`src/rtl/rank_insert_arb_pkg.sv`:
```
// ---------------------------------------------------------------------------
// rank_insert_arb_pkg : shared rank-pipe widths, defaults and counter limits
// Revision: 1.0
// ---------------------------------------------------------------------------
`default_nettype none

package rank_insert_arb_pkg;
  localparam int FLOW_ID_WIDTH_DEF = 16;
  localparam int META_WIDTH_DEF    = 16;
  localparam int MAX_NUM_FLOWS_DEF = 4;
  localparam int DROP_CNT_WIDTH    = 16;
  localparam int INSERT_CNT_WIDTH  = 32;
  localparam logic [DROP_CNT_WIDTH-1:0] DROP_CNT_MAX = '1;
endpackage

`default_nettype wire

```
`src/rtl/rr_arbiter.sv`:
```
// ---------------------------------------------------------------------------
// rr_arbiter : combinational round-robin pick, first request at/after ptr
// Revision: 1.0
// ---------------------------------------------------------------------------
`default_nettype none

module rr_arbiter #(
  parameter int NUM_PORTS = 4,
  parameter int PTR_WIDTH = $clog2(NUM_PORTS)
) (
  input  logic [NUM_PORTS-1:0] req,
  input  logic [PTR_WIDTH-1:0] ptr,
  output logic [NUM_PORTS-1:0] grant
);

  logic                 found;
  int                   sum;
  logic [PTR_WIDTH-1:0] idx;

  always_comb begin
    grant = '0;
    found = 1'b0;
    sum   = 0;
    idx   = '0;
    for (int i = 0; i < NUM_PORTS; i++) begin
      // Wrap the search index modulo NUM_PORTS, which need not be a power of two.
      sum = int'(ptr) + i;
      if (sum >= NUM_PORTS) sum = sum - NUM_PORTS;
      idx = PTR_WIDTH'(sum);
      if (!found && req[idx]) begin
        grant[idx] = 1'b1;
        found      = 1'b1;
      end
    end
  end

endmodule

`default_nettype wire

```
`src/rtl/rank_insert_arb.sv`:
```
// ---------------------------------------------------------------------------
// rank_insert_arb : round-robin insert arbiter feeding the rank stage
// Revision: 1.0
// ---------------------------------------------------------------------------
`default_nettype none

module rank_insert_arb
  import rank_insert_arb_pkg::*;
#(
  parameter int NUM_PORTS     = 4,
  parameter int FLOW_ID_WIDTH = FLOW_ID_WIDTH_DEF,
  parameter int MAX_NUM_FLOWS = MAX_NUM_FLOWS_DEF,
  parameter int META_WIDTH    = META_WIDTH_DEF
) (
  input  logic                            clk,
  input  logic                            rst,
  input  logic [NUM_PORTS-1:0]            req_valid,
  input  logic [NUM_PORTS*FLOW_ID_WIDTH-1:0] req_flowID,
  input  logic [NUM_PORTS*META_WIDTH-1:0] req_meta,
  output logic [NUM_PORTS-1:0]            req_ready,
  input  logic                            busy,
  output logic                            insert,
  output logic [FLOW_ID_WIDTH-1:0]        flowID_out,
  output logic [META_WIDTH-1:0]           meta_out,
  output logic [DROP_CNT_WIDTH-1:0]       drop_count,
  output logic [INSERT_CNT_WIDTH-1:0]     insert_count
);

  localparam int PTR_WIDTH = $clog2(NUM_PORTS);
  localparam logic [FLOW_ID_WIDTH:0] FLOW_LIMIT = (FLOW_ID_WIDTH+1)'(MAX_NUM_FLOWS);

  logic [PTR_WIDTH-1:0]     ptr;
  logic [PTR_WIDTH-1:0]     grant_idx;
  logic [NUM_PORTS-1:0]     req_masked;
  logic [NUM_PORTS-1:0]     grant;
  logic [FLOW_ID_WIDTH-1:0] sel_flow;
  logic [META_WIDTH-1:0]    sel_meta;
  logic                     any_grant;
  logic                     legal;

  // Backpressure and reset both suppress every grant.
  assign req_masked = (busy || rst) ? '0 : req_valid;

  rr_arbiter #(
    .NUM_PORTS (NUM_PORTS),
    .PTR_WIDTH (PTR_WIDTH)
  ) u_rr_arbiter (
    .req   (req_masked),
    .ptr   (ptr),
    .grant (grant)
  );

  assign req_ready = grant;
  assign any_grant = |grant;
  assign legal     = {1'b0, sel_flow} < FLOW_LIMIT;

  always_comb begin
    grant_idx = '0;
    sel_flow  = '0;
    sel_meta  = '0;
    for (int p = 0; p < NUM_PORTS; p++) begin
      if (grant[p]) begin
        grant_idx = PTR_WIDTH'(p);
        sel_flow  = req_flowID[p*FLOW_ID_WIDTH +: FLOW_ID_WIDTH];
        sel_meta  = req_meta[p*META_WIDTH +: META_WIDTH];
      end
    end
  end

  always_ff @(posedge clk or posedge rst) begin
    if (rst) begin
      ptr          <= '0;
      insert       <= 1'b0;
      flowID_out   <= '0;
      meta_out     <= '0;
      drop_count   <= '0;
      insert_count <= '0;
    end else begin
      insert <= any_grant && legal;
      if (any_grant && legal) begin
        flowID_out <= sel_flow;
        meta_out   <= sel_meta;
      end
      if (any_grant && !legal && (drop_count != DROP_CNT_MAX)) begin
        drop_count <= drop_count + 1'b1;
      end
      if (insert) begin
        insert_count <= insert_count + 1'b1;
      end
      if (any_grant) begin
        ptr <= (grant_idx == PTR_WIDTH'(NUM_PORTS-1)) ? '0 : grant_idx + 1'b1;
      end
    end
  end

endmodule

`default_nettype wire

```
`config.mk`:
```
export PLATFORM = sky130hd
export DESIGN_NAME = rank_insert_arb
export DESIGN_NICKNAME = d
export VERILOG_FILES = /design/src/rtl/rank_insert_arb_pkg.sv /design/src/rtl/rr_arbiter.sv /design/src/rtl/rank_insert_arb.sv
export SDC_FILE = /design/constraint.sdc
export NUM_CORES = 1
export LEC_CHECK = 0
export CAP_MARGIN = 40
export CORE_ASPECT_RATIO = 1.5
export CORE_MARGIN = 2
export CORE_UTILIZATION = 46
export DETAILED_ROUTE_END_ITERATION = 7
export PLACE_DENSITY_LB_ADDON = 0.25
export SLEW_MARGIN = 20
export SYNTH_ARGS = -nofsm -noshare
export SYNTH_HDL_FRONTEND = slang
export SYNTH_SLANG_ARGS = --single-unit
```
`constraint.sdc`:
```
create_clock -name clk -period 8.5 [get_ports clk]
set_clock_uncertainty 0.05 [all_clocks]
set_input_delay 2.125 -clock clk [delete_from_list [all_inputs] [get_ports clk]]
set_output_delay 2.125 -clock clk [all_outputs]
set_load 0.02 [all_outputs]
```
==> run metrics, run 1 <==
status=complete, no violations; DR vias=about 4600; post-synth cell types=70; Worst EP required=between 6 and 7 ns; CP endpoint kind=primary output; VDD IR max=0.000209 V; Post-Syn Area=just under 5000 um2; First DRT Iteration DRCs=210; DRC viols=0; global-route wire length before repair=23700 um; num rows=45; final setup fails=0; global route overflow=0; min-delay worst type=reg2reg; clk sinks=83; initial core utilization=roughly 47%; ys async rst share=between 90% and 100%; total CTS buffers=9; Port Buffers=about 220; Post-Syn Area per Cell=9.99 um2; Final ANT Viol Nets=0; most used cell, CP=clkdlybuf4s50_1; Worst-path clk slew=~0.07 ns; Worst Path Max Fanout=25; area grow syn2layout=52.5%; crit-path cells=clkdlybuf4s50_1 -> or3_4 -> o22ai_4 -> mux2_2 -> a211oi_4 -> inv_2 -> clkdlybuf4s50_1; FF+latch count, synth=between 80 and 90; CP peak stage delay=around 0.61 ns; vias in the first global route=~4700; # diodes=0; register area share after synthesis=a little over two fifths; Post-Route WL=roughly 15000 um; # nets final=837; # resized after CTS=0; critical path launch point type=primary input; Post-Layout Inst Area=around 7400 um2; DR WL/cell=~18 um; Placed Area=7090 um2; H-tree levels=3; post-synth top area share=42.9%; RSZ-0062 raised after global routing=no; Post-Synthesis Cells=around 480; vias per std cell=5.46; worst skew pair latency=approximately 0.34 ns; fin crit period=7.00 ns; minimum setup slack among reg-to-reg paths=approximately 3.5 ns; pwr/cell area=around 250 nW/um2; fin. max-slew vios=0; Leakage=between 3 and 4 nW; die extent in x=just under 90 um; Fmax=approximately 0.14 GHz; Die Outline Area=11400 um2; CTS tree=done; Setup CP Type=in2out; Mapped Nets=around 630; max-cap violation count=0; Hold Vio Cnt, Final=0; gr usage total=between 20% and 30%; Worst Tran Pin Value=between 0.6 and 0.7 ns; setup TNS=0 ns; boundary pin count=220; Synth area leader=dfrtp_1; postcts setup bufs=0; most common library cells after synthesis=83 x dfrtp_1, 49 x nand2_1, 39 x o21ai_0; DRT Pass-1 Iters=4; gp weighted congestion=~0.87; layout cells sized above 1=6.44%; most common cell in the netlist=dfrtp_1; clk buf depth=2; period utilization=between 80% and 90%; Worst path slowest cell=clkdlybuf4s50_1; CP Data Arrival Time=4.82 ns; top cells by area, synth=dfrtp_1 43%, xnor2_1 4.2%, xor2_1 4.2%; largest net degree at the start of global routing=51; clk root buf=clkbuf_16; ys flop type=dfrtp_1; antenna violations before repair=0; Die H=about 130 um; Ys Warns=0; Post-CTS Hold Buffers=0; Core Box Area=roughly 10000 um2; number of flops mapped to enable cells by yosys=0; Worst slew margin=around 58%; Post-DP HPWL=11600 um
cells in the final DEF (no fill, tap or decap), types with 14 or more instances in the layout:
cell             synthesis  layout
o21ai_0                 39      39
nand3_1                 20      20
a221o_1                 18      18
nand2_1                 49      49
clkdlybuf4s50_1          0     219
dfrtp_1                 83      83
xor2_1                  23      23
xnor2_1                 23      23
nor2_1                  33      33
nor2b_1                 14      14
mux2_1                  15      15
logic make-up after synthesis:
| group | Yosys count | synth area share [%] |
|---|---|---|
| buf+inv | 33 | 3.72 |
| compound gates | 97 | 15.1 |
| mux | 26 | 6.08 |
| xor+xnor | 46 | 8.33 |
| simple gates | 191 | 21.8 |
| fa+ha+maj | 8 | 2.07 |
| flops | 83 | 42.9 |
path summary, 6_finish.rpt:
check	endpoint	cells after the start	startpoint
hold / removal	drop_count[15]	1	drop_count[15]
hold reg to reg	drop_count[15]	1	drop_count[15]
setup reg to reg	meta_out[8]	13	ptr[0]
max in group asynchronous	insert_count[29]	3	rst
min in group asynchronous	drop_count[2]	2	rst
setup / recovery	req_ready[2]	7	rst
report_power, final:
group / internal (mW) / switching [mW]
Combinational: 0.439 / 0.513
Sequential: 0.464 / 0.0748
Clock: 0.202 / 0.170
Total: 1.11 / 0.758
worst max-delay path: cells and delay by family:
family / cells / cell delay (ns)
AO/OA/AOI/OAI: 2 / 0.43
buffers and inverters: 3 / 1.41
multiplexers: 1 / 0.40
AND/OR/NAND/NOR: 1 / 0.45
registers in the layout, indices dropped and copies added (netlist names):
| signal | flops |
|---|---|
| drop_count | 16 |
| insert | 1 |
| insert_count | 32 |
| meta_out | 16 |
| flowID_out | 16 |
| ptr | 2 |
through the flow:
step                instances  total power, mW  worst slack (ns)  hold slack (ns)  utilization (%)
floorplan                 484             1.18              2.27            0.532                -
global placement          824             1.47              1.56            0.416             69.6
detailed placement        824             1.50              1.50            0.411             69.6
CTS                       840             1.88              1.48            0.439             72.4
global route              840             1.98              1.35            0.461             72.4
finish                    840             1.86              1.50            0.435             72.4
layer usage:
layer  part of all wire [%]  wire length [um]  vias up  track usage, %
li1                       -                 -     2173               -
met1                     38              5930     2230            31.1
met2                     51              7920      156            46.4
met3                    7.8              1210       28            9.04
met4                    2.6               408        0            10.3
met5                      0                 0        -               0
final cells by class:
| type | count | area, um2 |
|---|---|---|
| inverters | 9 | 35.0 |
| repair buffers | 223 | 2220 |
| fillers | 775 | 2820 |
| well taps | 141 | 176 |
| multi-input cells | 368 | 2580 |
| clock buffers | 9 | 225 |
| clock inverters | 7 | 58.8 |
| flip-flops and latches | 83 | 2080 |
No activity file was read; power rests on OpenSTA's default activity.
==> inputs of run 2 (changes only) <==
Settings changed: CORE_UTILIZATION 46 to 38.
Clock period 8.5 ns to 6.25 ns, I/O delays scaled along.
==> run 2 against run 1 <==
First-iteration DRC count decreased by 3.8%. Largest cell class unchanged. Sequential cell count stayed put. Critical path depth fell by 1. Highest routed layer unchanged.
==> run metrics, run 2 (synthesized netlist as in run 1, its figures left out) <==
fin crit period=5.90 ns; # nets final=841 (+0.48%); worst skew pair latency=0.34 ns (about the same); R2R cell count=14 (+1); Fmax=between 0.15 and 0.2 GHz; most common cell after layout, fill and taps aside=clkdlybuf4s50_1; most used cell, CP=clkdlybuf4s50_1; DRC viols=0 (unchanged); most frequent cells in the layout=219 x clkdlybuf4s50_1, 83 x dfrtp_1, 49 x nand2_1; Post-CTS Hold Buffers=0 (unchanged); Worst Tran Pin Value=0.682 ns (+0.0465 ns); Core Box Area=12400 um2 (+22%); Largest register FFs=32 (unchanged); CTS tree=done; CP peak stage delay=0.68 ns (+0.07 ns); DRT Pass-1 Iters=5 (+1); die extent in x=96.1 um (+9.6%); DR vias=4580 (-0.15%); clk sinks=83 (unchanged); final setup fails=0 (unchanged); First DRT Iteration DRCs=202 (-3.8%); Hold Worst Slack=0.427 ns (-0.00809 ns); gr usage total=23.4% (-3.8 points); num rows=50 (+11%); Worst EP required=4.64 ns (-1.69 ns); # diodes=0 (unchanged); largest net degree at the start of global routing=46 (-9.8%); Die Outline Area=13700 um2 (+20%); Post-Route WL=15800 um (+2.2%); minimum setup slack among reg-to-reg paths=1.30 ns (-2.23 ns); DR WL/cell=18.4 um (about the same); max-cap violation count=0 (unchanged); setup TNS=0 ns (unchanged); Port Buffers=219 (unchanged); Worst Path Max Fanout=10 (-60%); Die H=142 um (+9.7%); reg-to-reg critical path endpoint=flowID_out[0]; area grow syn2layout=53.8%; VDD IR max=0.000247 V (+18%); total CTS buffers=9 (unchanged); global-route wire length before repair=24700 um (+4.3%); H-tree levels=3 (unchanged); WP buf/inv=2 (-1); worst hold stages=1 (unchanged); pwr/cell area=346 nW/um2 (+37%); status=complete, no violations; global route overflow=0 (unchanged); period utilization=a little over nine tenths; postcts setup bufs=0 (unchanged); Setup CP Type=in2out; vias in the first global route=4966 (+4.7%); Worst path slowest cell=clkdlybuf4s50_1; total power=2.57 mW (+38%); Worst slew margin=54.5% (-3.2 points); worst r2r src=ptr[0]; non-filler cells, final=859 (+2.3%); Worst Hold Endpoint=insert_count[31]; antenna violations before repair=0 (unchanged); RSZ-0062 raised after global routing=no; family with the most delay on the worst path=buffers and inverters; Hold Startpoint=insert_count[31]; fin. max-slew vios=0 (unchanged); CP endpoint kind=primary output; boundary pin count=220 (unchanged); placed cells=843 (+2.3%); clk root buf=clkbuf_16; Final ANT Viol Nets=0 (unchanged); clk buf depth=2 (unchanged); layout cells sized above 1=6.83% (+0.39 points); min-delay worst type=reg2reg; crit-path cells=clkdlybuf4s50_1 -> or3b_2 -> o22a_1 -> nor3b_1 -> or4_1 -> clkdlybuf4s50_1; initial core utilization=38.9% (-8.6 points); # resized after CTS=0 (unchanged); Leakage=3.19 nW (+0.85%); CP Data Arrival Time=4.29 ns (-0.53 ns); critical path launch point type=primary input; Post-DP HPWL=12100 um (+3.8%); gp weighted congestion=0.898 (+3.7%); vias per std cell=5.33 (-2.4%); Hold Vio Cnt, Final=0 (unchanged); Fill cells=1082 (+40%); Reg with most FFs=insert_count; Worst-path clk slew=0.07 ns (about the same)
[run 2: cell count changes in the layout (fill, tap and decap cells not counted), sizes merged]
| cell | before | now |
|---|---|---|
| clkinv | 4 | 3 |
| clkbuf | 9 | 10 |
| bufinv | 0 | 1 |
| inv | 11 | 10 |
| buf | 4 | 8 |
[run 2: per-stage QoR]
| stage | setup slack (ns) | instance area, um2 | util, % |
|---|---|---|---|
| finish | 0.347 | 7440 | 59.8 |
| global route | 0.253 | 7440 | 59.8 |
| CTS | 0.343 | 7440 | 59.8 |
| detailed placement | 0.349 | 7140 | 57.3 |
| global placement | 0.428 | 7140 | 57.3 |
| floorplan | 1.15 | 4840 | - |
[run 2: how the worst max path moves through the flow]
| stage | startpoint | end | slack [ns] | cells after the start |
|---|---|---|---|---|
| 6_report | rst | req_ready[0] | 0.35 | 6 |
| 5_1_grt | rst | req_ready[0] | 0.25 | 6 |
| 2_1_floorplan | rst | req_ready[2] | 1.15 | 8 |
| 4_1_cts | rst | req_ready[0] | 0.34 | 6 |
| 3_3_place_gp | rst | req_ready[3] | 0.43 | 7 |
| 3_5_place_dp | rst | flowID_out[0] | 0.35 | 13 |
[run 2: power by group]
| group | internal (mW) | switching, mW | total (mW) | leakage (nW) |
|---|---|---|---|---|
| Clock | 0.314 | 0.224 | 0.538 | 0.144 |
| Combinational | 0.607 | 0.698 | 1.31 | 1.92 |
| Sequential | 0.631 | 0.0997 | 0.730 | 1.13 |
| Total | 1.55 | 1.02 | 2.57 | 3.19 |
[run 2: per-layer routing]
metal / wire length, um / up-vias / GRT usage (%)
met1: 6150 / 2212 / 27.0
met5: 0 / - / 0
met3: 1170 / 29 / 6.30
met2: 8060 / 154 / 39.8
met4: 427 / 0 / 10.0
li1: - / 2185 / -
[run 2: layout make-up]
cell class	instances	area, um2	area share [%]
clock inverter	6	72.6	0.975
clock buffer	10	229	3.08
sequential	83	2080	27.9
multi-input combinational	368	2580	34.7
timing repair buffer	227	2250	30.3
inverter	9	35.0	0.471
tap	156	195	2.62
==> inputs of run 3 (changes only) <==
Settings changed: PLACE_DENSITY set to 0.77, PLACE_DENSITY_LB_ADDON 0.25 to not set.
==> run 3 against run 2 <==
Clock-buffer cell count is 1 lower. Via count is 0.92% higher. Largest power group unchanged. Largest cell class unchanged. Sequential share of layout area is 0.089 points higher. Total power is 0.33% lower. Critical path depth is 1 higher. Wire length is 1.2% higher. Setup slack better by 0.065 ns.
==> run metrics, run 3 (synthesized netlist as in run 1, its figures left out) <==
status=complete, no violations; worst r2r src=ptr[0]; min-delay worst type=reg2reg; Setup CP Type=in2out; most used cell, CP=clkdlybuf4s50_1; vias in the first global route=4789 (-3.6%); wl on met1=6160 um (about the same); Worst Tran Pin Value=0.696 ns (+0.0140 ns); initial core utilization=38.9% (unchanged); fin. max-slew vios=0 (unchanged); critical path launch point type=primary input; Fmax=0.171 GHz (+1.1%); num rows=50 (unchanged); area grow syn2layout=53.3%; Placed Area=7140 um2 (unchanged); fin crit period=5.84 ns (-0.0653 ns); Post-DP HPWL=12200 um (+0.71%); Die H=142 um (unchanged); final setup fails=0 (unchanged); DRT Pass-1 Iters=5 (unchanged); Largest register FFs=32 (unchanged); vias per std cell=5.38 (+0.92%); global route overflow=0 (unchanged); global-route wire length before repair=24300 um (-1.8%); Core Box Area=12400 um2 (unchanged); crit-path cells=clkdlybuf4s50_1 -> nor3b_1 -> nor3_1 -> nor4b_1 -> a211oi_4 -> inv_2 -> clkdlybuf4s50_1; Worst slew margin=53.6% (-0.88 points); most common cell after layout, fill and taps aside=clkdlybuf4s50_1; clk sinks=83 (unchanged); total power=2.57 mW (-0.33%); total CTS buffers=9 (unchanged); Worst Path Max Fanout=14 (+4); most frequent cells in the layout=219 x clkdlybuf4s50_1, 83 x dfrtp_1, 49 x nand2_1; Hold Vio Cnt, Final=0 (unchanged); gr usage total=23.0% (-0.36 points); # diodes=0 (unchanged); postcts setup bufs=0 (unchanged); Routed met2 length=7990 um (-0.79%); # resized after CTS=0 (unchanged); CP endpoint kind=primary output; H-tree levels=3 (unchanged); First DRT Iteration DRCs=167 (-17%); largest net degree at the start of global routing=56 (+22%); met3 wire len=1420 um (+21%); Leakage=3.17 nW (-0.62%); Worst-path clk slew=0.06 ns (about the same); DR WL/cell=18.6 um (+1.2%); Hold Worst Slack=0.419 ns (-0.00802 ns); Worst EP required=4.64 ns (about the same); Die Outline Area=13700 um2 (unchanged); Fill cells=1083 (+0.092%); worst skew pair latency=0.33 ns (about the same); Post-Route WL=16000 um (+1.2%); minimum setup slack among reg-to-reg paths=1.23 ns (-0.07 ns); setup TNS=0 ns (unchanged); gp weighted congestion=0.920 (+2.5%); DR top layer=met4; Post-CTS Hold Buffers=0 (unchanged); CTS tree=done; Reg with most FFs=insert_count; clk root buf=clkbuf_16; period utilization=93.4% (-1.0 points); DR vias=4622 (+0.92%); DRC viols=0 (unchanged); pwr/cell area=346 nW/um2 (about the same); Worst Setup SP=req_valid[2]; max-cap violation count=0 (unchanged); # nets final=841 (unchanged); Hold Startpoint=insert_count[31]; Worst path slowest cell=clkdlybuf4s50_1; Final ANT Viol Nets=0 (unchanged); CP Data Arrival Time=4.23 ns (-0.06 ns); VDD IR max=0.000177 V (-28%); layout cells sized above 1=6.97% (+0.14 points); boundary pin count=220 (unchanged); clk buf depth=2 (unchanged); die extent in x=96.1 um (unchanged); antenna violations before repair=0 (unchanged); Post-Layout Inst Area=7420 um2 (-0.32%); RSZ-0062 raised after global routing=no; Port Buffers=219 (unchanged); CP peak stage delay=0.67 ns (about the same)
-- run 3: cell count changes in the layout (fill, tap and decap cells not counted), sizes merged --
cell	change
clkbuf	-1
bufinv	-1
inv	-1
clkinvlp	+3
-- run 3: critical path, delay by kind of cell --
family          cells  cell delay, ns
buf+inv             3            1.55
simple gates        3            1.02
compound gates      1            0.09
-- run 3: area by class of cell --
type                            instances  area (um2)  area share [%]
Clock inverter                          7        52.6           0.709
Sequential cell                        83        2080            28.0
Clock buffer                            9         225            3.04
Inverter                                9        35.0           0.472
Multi-Input combinational cell        368        2580            34.8
Tap cell                              156         195            2.63
Timing Repair Buffer                  227        2250            30.4
-- run 3: where the power goes --
group | switching (mW) | internal (mW) | total (mW) | leakage, nW
clock network | 0.221 | 0.270 | 0.492 | 0.124
registers | 0.101 | 0.631 | 0.732 | 1.13
logic | 0.732 | 0.610 | 1.34 | 1.92
-- run 3: path summary, 6_finish.rpt --
| path | endpoint | cells after the start |
|---|---|---|
| setup / recovery | req_ready[2] | 7 |
| hold / removal | insert_count[31] | 1 |
| setup reg to reg | drop_count[15] | 15 |
| hold reg to reg | insert_count[31] | 1 |
| max in group asynchronous | insert_count[3] | 3 |
| min in group asynchronous | meta_out[0] | 2 |
-- run 3: metal layers --
layer	vias up	global-route usage [%]
li1	2185	-
met1	2201	25.8
met2	205	40.2
met3	31	6.89
met4	0	8.65
met5	-	0
-- run 3: metrics by stage --
step           setup slack, ns  instances  util [%]
2_1_floorplan             1.15        484         -
3_3_place_gp             0.415        843      57.3
3_5_place_dp             0.326        843      57.3
4_1_cts                  0.438        859      59.6
5_1_grt                  0.323        859      59.6
6_report                 0.412        859      59.6
